## src/rtl/opus_sched.sv

```systemverilog
// opus_sched: two-requester transaction scheduler in front of the opus I/O FSM.
// After reset it drives a fixed init command sequence. It then arbitrates the
// two request lines round-robin and runs each transaction as CMD -> [MACK] ->
// XFER -> DONE, producing a command word for the I/O FSM on ptext.
//
// Ports
//   CLK, RST        clock, synchronous active-high reset
//   req[1:0]        per-requester request level, held until done
//   req_wr[1:0]     per-requester type (1 = write)
//   req_mack[1:0]   per-requester memory-ack variant
//   mack_done       external memory acknowledge that ends the MACK wait
//   rtext[5:0]      status word from the I/O FSM, must read 100000 in IDLE
//   ptext[4:0]      command word to the I/O FSM
//   grant[1:0]      one-hot owner of the current transaction
//   done[1:0]       one-cycle completion pulse for the owner
//   ready           high while IDLE
//   err             sticky error flag, cleared only by reset
//
// Every output is a register loaded with the value for the next state. As a
// result, ptext depends only on state and registered fields. The MACK release
// is therefore shown as one extra MACK cycle with rel set. That cycle drives
// ptext=10000, and the FSM moves to XFER after it.
module opus_sched #(
  parameter int MACK_TIMEOUT = 255
) (
  input  logic       CLK,
  input  logic       RST,
  input  logic [1:0] req,
  input  logic [1:0] req_wr,
  input  logic [1:0] req_mack,
  input  logic       mack_done,
  input  logic [5:0] rtext,
  output logic [4:0] ptext,
  output logic [1:0] grant,
  output logic [1:0] done,
  output logic       ready,
  output logic       err
);

  localparam logic [7:0] CNT_LAST = 8'(MACK_TIMEOUT - 1);
  localparam logic [5:0] RT_OK    = 6'b100000;

  typedef enum logic [3:0] {
    INIT1, INIT2A, INIT2B, INIT3, IDLE, CMD, MACK, XFER, DONE
  } state_t;

  state_t     state, nxt;
  logic       ptr, ptr_d;          // requester favoured when both request
  logic       wr_q, wr_d;
  logic       mack_q, mack_d;
  logic [7:0] cnt, cnt_d;          // MACK wait counter
  logic       xcnt, xcnt_d;        // XFER cycle counter
  logic       rel, rel_d;          // MACK release cycle in progress
  logic [4:0] ptext_d;
  logic [1:0] grant_d, done_d;
  logic       ready_d, err_d;
  logic       sel;

  always_ff @(posedge CLK) begin
    if (RST) begin
      state  <= INIT1;
      ptext  <= 5'b00100;
      grant  <= 2'b00;
      done   <= 2'b00;
      ready  <= 1'b0;
      err    <= 1'b0;
      ptr    <= 1'b0;
      wr_q   <= 1'b0;
      mack_q <= 1'b0;
      cnt    <= 8'd0;
      xcnt   <= 1'b0;
      rel    <= 1'b0;
    end else begin
      state  <= nxt;
      ptext  <= ptext_d;
      grant  <= grant_d;
      done   <= done_d;
      ready  <= ready_d;
      err    <= err_d;
      ptr    <= ptr_d;
      wr_q   <= wr_d;
      mack_q <= mack_d;
      cnt    <= cnt_d;
      xcnt   <= xcnt_d;
      rel    <= rel_d;
    end
  end

  always_comb begin
    nxt     = state;
    grant_d = grant;
    err_d   = err;
    ptr_d   = ptr;
    wr_d    = wr_q;
    mack_d  = mack_q;
    cnt_d   = cnt;
    xcnt_d  = xcnt;
    rel_d   = rel;
    sel     = (req == 2'b11) ? ptr : req[1];

    case (state)
      INIT1:  nxt = INIT2A;
      INIT2A: nxt = INIT2B;
      INIT2B: nxt = INIT3;
      INIT3:  nxt = IDLE;
      IDLE: begin
        if (rtext != RT_OK) err_d = 1'b1;
        if (req != 2'b00) begin
          wr_d    = req_wr[sel];
          mack_d  = req_mack[sel];
          ptr_d   = ~sel;
          grant_d = sel ? 2'b10 : 2'b01;
          nxt     = CMD;
        end
      end
      CMD: begin
        cnt_d  = 8'd0;
        xcnt_d = 1'b0;
        rel_d  = 1'b0;
        nxt    = mack_q ? MACK : XFER;
      end
      MACK: begin
        if (rel) begin
          nxt = XFER;
        end else begin
          cnt_d = cnt + 8'd1;
          if (mack_done || cnt == CNT_LAST) begin
            rel_d = 1'b1;
            if (!mack_done) err_d = 1'b1;   // forced release on timeout
          end
        end
      end
      XFER: begin
        xcnt_d = xcnt + 1'b1;
        if (wr_q || xcnt) nxt = DONE;        // write 1 cycle, read 2
      end
      DONE: begin
        grant_d = 2'b00;
        nxt     = IDLE;
      end
      default: nxt = INIT1;
    endcase

    // Registered outputs take the value belonging to the state being entered.
    case (nxt)
      INIT1:          ptext_d = 5'b00100;
      INIT2A, INIT2B: ptext_d = 5'b01000;
      CMD:            ptext_d = {mack_d, 3'b001, wr_d};
      MACK:           ptext_d = {rel_d, 4'b0000};
      default:        ptext_d = 5'b00000;
    endcase
    done_d  = (nxt == DONE) ? grant_d : 2'b00;
    ready_d = (nxt == IDLE);
  end

endmodule

```

## config.mk

```make
export PLATFORM = sky130hd
export DESIGN_NAME = opus_sched
export DESIGN_NICKNAME = d
export VERILOG_FILES = /design/src/rtl/opus_sched.sv
export SDC_FILE = /design/constraint.sdc
export NUM_CORES = 1
export LEC_CHECK = 0
export ABC_AREA = 0
export ABC_CLOCK_PERIOD_IN_PS = 5200
export BUFFER_PORTS_ARGS = -buffer_cell sky130_fd_sc_hd__buf_2
export CAP_MARGIN = 20
export CORE_MARGIN = 2
export CORE_UTILIZATION = 43
export DETAILED_ROUTE_END_ITERATION = 8
export GPL_ROUTABILITY_DRIVEN = 1
export PLACE_DENSITY = 0.66
export SLEW_MARGIN = 20
export SYNTH_ARGS = -nofsm -noshare
export SYNTH_HDL_FRONTEND = slang
export SYNTH_SLANG_ARGS = --single-unit
```

## constraint.sdc

```tcl
create_clock -name CLK -period 5.2 [get_ports CLK]
set_input_delay 1.04 -clock CLK [delete_from_list [all_inputs] [get_ports CLK]]
set_output_delay 1.04 -clock CLK [all_outputs]
set_load 0.05 [all_outputs]
```

; ---- Word level (Yosys, flattened, before mapping)
; Cells that the tools add are included.
[word_totals]
latchBits = 0
ramBits = 0
reg_bits = 28
inputBits = 15
n_memories = 0
romBits = 0
[classes]
multipliers = 0
muxes = 29
n_bitwise = 2
div_mod_pow = 0
n_addsub = 2
n_eq_ne = 21
order_cmp = 1
n_reduce_logical = 14
n_shift = 0
[op_table]
columns = op, n
row1 = 4-bit case mux with 8 select lines, 1
row2 = 4-bit by 3-bit equality test with 1-bit output (second input constant), 7
row3 = 5-bit case mux with 4 select lines, 1
row4 = 1-bit two-way mux, 16
row5 = 8-bit case mux with 2 select lines, 1
row6 = 4-bit by 2-bit equality test with 1-bit output (second input constant), 3
row7 = 4-bit two-way mux, 3
row8 = 8-bit by 1-bit adder with 8-bit output (second input constant), 1
row9 = 4-bit by 1-bit equality test with 1-bit output (second input constant), 2
row10 = 4-bit equality test (second input constant), 2
row11 = 8-bit equality test (second input constant), 1
row12 = 4-bit logical NOT, 2
row13 = 8-bit two-way mux, 1
row14 = 2-bit inequality test (second input constant), 4
row15 = 2-bit nonzero test, 4
row16 = 6-bit inequality test (second input constant), 1
row17 = 1-bit case mux with 2 select lines, 3
row18 = 2-bit OR reduction, 3
row19 = 5-bit AND reduction, 1
row20 = 2-bit two-way mux, 2
row21 = 2-bit case mux with 2 select lines, 1
row22 = 2-bit AND reduction, 2
row23 = 2-bit equality test (second input constant), 1
row24 = 1-bit logical OR, 2
row25 = 3 further kinds, 4

; ---- Logic depth before layout (Yosys ltp)
[logic_depth]
ltp_word = 7
depth_mapped = 6
mapped_depth_nobuf = 6

; ---- Worst setup path before layout
; No wires, ideal clock.
[synth_timing]
path_kind = input-to-reg
from = input port req[1]
to = register ptext[4]
setup_ps = 88
arrival_time_ps = 1865
cell_stages = 5
slack_ps = 3247
path_buffers = 1
cell_sequence = buf_4 -> a21boi_0 -> a32o_1 -> a22oi_1 -> o32ai_2
[synth_via]
elab_chain_len = 7
[synth_lines]
columns = item, line
row1 = "start, declared", 28  ; input logic [1:0] req,
row2 = "parallel branches: the longest is 6 deep, another holds 4-bit case mux with 8 select lines", --
row3 = 5-bit case mux with 4 select lines *, 145  ; case (nxt)
row4 = "end signal, assigned", 75  ; ptext <= ptext_d;
row5 = "end, declared", 33  ; output logic [4:0] ptext,
; Every way passes the cells marked *. The select of a mux whose other input is x is not followed.
; A chain may end at the register's enable or synchronous reset.

; ---- Worst setup path in the final report
[layout_timing]
from = register state[2]
to = register ptext[4]
[layout_via]
elab_chain_len = 6
[layout_lines]
columns = item, line
row1 = "start, declared", 47  ; state_t state, nxt;
row2 = "start signal, assigned", 74  ; state <= nxt;
row3 = 4-bit equality test or 4-bit by 2-bit equality test with 1-bit output (tied branches), 101  ; case (state)
row4 = 2-bit OR reduction (no source line), --
row5 = 4-bit case mux with 8 select lines, 101
row6 = 4-bit by 1-bit equality test with 1-bit output or 4-bit by 2-bit equality test with 1-bit output (tied branches), 145
row7 = 2-bit OR reduction, 145
row8 = 5-bit case mux with 4 select lines *, 145
; Every way passes the cells marked *; elsewhere a longest branch is shown, timed or not.

==> flow_metrics.tcl <==
set metrics [dict create \
    finalWorstPathRequiredPeriod_ns 2.04 \
    finalCritPeriodShare 0.393 \
    start_kind "register" \
    routabilityCongestion 0.846 \
    antenna_cells 0 \
    cts_tree "built" \
    cts_max_level 1 \
    path_cells "nor4b_2 -> o21ai_1 -> a22oi_1 -> o32ai_2" \
    pin_count_of_the_biggest_net_entering_global_routing 25 \
    die_w_um 62.5 \
    reg2reg_setup_slack_ns 3.16 \
    globalRoute.totalOverflow 0 \
    flow.area_growth_from_synthesis_pct 11.7 \
    post_route_cells_drive_above_1_share 0.186 \
    cp_num_buf_inv 0 \
    whs_path_depth 2 \
    tritoncts.num_buffers 3 \
    synth_fp_nets 183 \
    synth_top_area_frac 0.381 \
    cpMaxStageDelayCell "sky130_fd_sc_hd__dfxtp_1" \
    yosysUniqueCellTypes 49 \
    critPathRequiredTime_ns 5.43 \
    async_reset_ff_frac 0 \
    clock.fmax_mhz 489 \
    num-fill-cells 338 \
    worst_slew_pin_slew_ns 0.718 \
    detail_route.wl_per_cell_um 13.1 \
    worst_ep_arrival_time_ns 2.27 \
    r2r_end "ptext[4]" \
    pnr_worst_setup_slack_ns 3.16 \
    placement_rows 21 \
    ctsLongestPathBuffers 2 \
    synth_cells 166 \
    synth_warnings 0 \
    first_global_vias 1168 \
    yosysMostFrequentCell "sky130_fd_sc_hd__dfxtp_1" \
    post_cts.resized_instances 0 \
    track_usage 0.161 \
    path_delay_family "flip-flops" \
    grt_pass1_wl_um 5110 \
    clockRootBuffer "sky130_fd_sc_hd__clkbuf_4" \
    p_per_area_nw_per_um2 271 \
    cell_type_contributing_the_most_total_cell_area_after_synthesis "sky130_fd_sc_hd__dfxtp_1" \
    reg2reg_from "state[2]" \
    run_status "finished clean" \
    hold_viol_final 0 \
    drt-pass1-iter-count 4 \
    synth_commonest_cells "sky130_fd_sc_hd__dfxtp_1 (28), sky130_fd_sc_hd__nor2_1 (22), sky130_fd_sc_hd__a21oi_1 (8), sky130_fd_sc_hd__inv_1 (6), sky130_fd_sc_hd__xnor2_1 (6)" \
    detailedPlace.worstSlack_ns 3.14 \
    postSynthAreaPerCell_um2 8.86 \
    critPathKind "register to register" \
    viasPerCell 5.66 \
    ios 26 \
    layout.area.seq_um2 561 \
    mappedNetlistArea_um2 1470 \
    cts.hold.buffers_added 0 \
    max_stage_delay_ns 0.72 \
    setup.worst_path.end_class "register" \
    timing.clock.skew_ns 0.00371 \
    path_clk_slew_ns 0.14 \
    multi_input_area_um2 825 \
    ff2ff_path_depth 4 \
    worst_ir_drop_vdd_uv 135 \
    finalMaxSlewViolations 0 \
    starting_drt_drc_count 43 \
    critical_path.max_fanout 19 \
    setup_viol 0 \
    dr_total_vias 1296 \
    drtAntennaViolNets 0 \
    synth.yosys.seq_area_share 0.381 \
    worst_hold_path_class "register to register" \
    slew_headroom 0.521 \
    leakagePower_nw 0.586 \
    insertion_delay_ns 0.33 \
    cts_setup_buffers 0 \
    timing.hold.worst.start "err" \
    die-height_um 62.5 \
    synth.ff_latch_count 28 \
    synth-edff-count 0 \
    floorplan.die_area_um2 3900 \
    clkSinkCount 28 \
    fin_setup_tns_ns 0 \
    drc_errors 0 \
    io_buffers 25 \
    routed_wl_um 3010 \
    initial_core_util 0.444 \
    ys.flop_type "sky130_fd_sc_hd__dfxtp_1" \
    rsz0062_at_grt "no" \
    nets 201 \
    core_um2 3310 \
    max-cap-violations 0 \
    holdPathEnd "err" \
    initial_antenna_violation_count 0 \
    biggest_area_contributors_in_the_synthesized_netlist "sky130_fd_sc_hd__dfxtp_1 (38%), sky130_fd_sc_hd__nor2_1 (5.6%), sky130_fd_sc_hd__xnor2_1 (3.6%)" \
    hpwl_um 2170 \
]
[power by group]
group	internal, mW	switching [mW]	leakage [nW]	total [mW]
clock	0.0781	0.0639	0.0279	0.142
sequential	0.221	0.0152	0.227	0.236
combinational	0.0249	0.0413	0.331	0.0662
total	0.324	0.120	0.586	0.444
[cells in the final DEF, fill, tap and decap left out, types with 2 or more instances in the layout]
master	synthesis	layout
sky130_fd_sc_hd__nor4_1	2	2
sky130_fd_sc_hd__clkbuf_4	0	3
sky130_fd_sc_hd__o211ai_1	2	2
sky130_fd_sc_hd__nor2_1	22	22
sky130_fd_sc_hd__nand3b_1	2	2
sky130_fd_sc_hd__a221oi_1	2	2
sky130_fd_sc_hd__dfxtp_1	28	28
sky130_fd_sc_hd__o21ai_0	5	5
sky130_fd_sc_hd__a32o_1	2	2
sky130_fd_sc_hd__a21boi_0	2	2
sky130_fd_sc_hd__and2_1	5	5
sky130_fd_sc_hd__xnor2_1	6	6
sky130_fd_sc_hd__nand2_1	5	5
sky130_fd_sc_hd__or3b_1	3	3
sky130_fd_sc_hd__or3_1	2	2
sky130_fd_sc_hd__a22oi_1	3	3
sky130_fd_sc_hd__o32a_1	2	2
sky130_fd_sc_hd__a311oi_1	2	2
sky130_fd_sc_hd__nor2b_1	2	2
sky130_fd_sc_hd__nand3_1	3	3
sky130_fd_sc_hd__a211oi_1	5	5
sky130_fd_sc_hd__nand2b_1	3	3
sky130_fd_sc_hd__ha_1	2	2
sky130_fd_sc_hd__buf_2	5	25
sky130_fd_sc_hd__o21ai_1	3	3
sky130_fd_sc_hd__inv_1	6	6
sky130_fd_sc_hd__nor3_1	5	5
sky130_fd_sc_hd__a21oi_1	8	8
sky130_fd_sc_hd__nor4b_2	2	2
sky130_fd_sc_hd__o32ai_1	2	2
sky130_fd_sc_hd__nand4b_1	2	2
[worst max-delay path by stage]
stage / depth (start not counted) / slack [ns] / to / startpoint
2_1_floorplan: 5 / 3.25 / ptext[4] / req[1]
3_3_place_gp: 4 / 3.15 / ptext[4] / state[2]
3_5_place_dp: 5 / 3.14 / ptext[4] / req[0]
4_1_cts: 1 / 3.15 / grant[1] / grant[1]
5_1_grt: 4 / 2.99 / ptext[4] / state[2]
6_report: 4 / 3.16 / ptext[4] / state[2]
[registers in the layout (all words and copies together) (netlist names)]
signal,count
cnt,8
ptext,5
state,4
done,2
grant,2
err,1
mack_q,1
ptr,1
ready,1
rel,1
wr_q,1
xcnt,1
[stage by stage]
stage	power [mW]	cell area, um2	util	hold WS (ns)	std cells
floorplan	0.293	1470	-	0.476	166
global placement	0.306	1590	0.480	0.464	225
detailed placement	0.307	1590	0.480	0.483	225
CTS	0.450	1640	0.496	0.517	229
global route	0.468	1640	0.496	0.557	229
finish	0.444	1640	0.496	0.509	229
[tightest hold or removal path, cell delays in order, from the launching register on]
cell and delay (ns):
sky130_fd_sc_hd__dfxtp_1 0.36, sky130_fd_sc_hd__a221oi_1 0.05, sky130_fd_sc_hd__nor2_1 0.07
[cell type report]
| cell class | count | share of cell area |
|---|---|---|
| clock buffer | 3 | 0.0137 |
| clock inverter | 1 | 0.0183 |
| timing repair buffer | 25 | 0.0762 |
| tap | 46 | 0.0350 |
| sequential | 28 | 0.341 |
| multi-input combinational | 120 | 0.502 |
| inverter | 6 | 0.0137 |
[logic make-up (layout without fill, tap and decap cells)]
| logic type | count (synthesis) | count (layout) | share of synthesized area |
|---|---|---|---|
| AOI/OAI and AO/OA | 47 | 47 | 0.248 |
| adders and majority gates | 2 | 2 | 0.0170 |
| DFF | 28 | 28 | 0.381 |
| xor gates and xnor gates | 6 | 6 | 0.0357 |
| and+or+nand+nor | 65 | 65 | 0.260 |
| buffers and inverters | 18 | 35 | 0.0579 |
[routing by layer]
metal | up-vias | global-route usage | share of wire
li1 | 655 | - | -
met1 | 604 | 0.201 | 0.45
met2 | 32 | 0.262 | 0.49
met3 | 5 | 0.0342 | 0.043
met4 | 0 | 0.0778 | 0.018
met5 | - | 0 | 0
(Power assumes the default switching activity.)
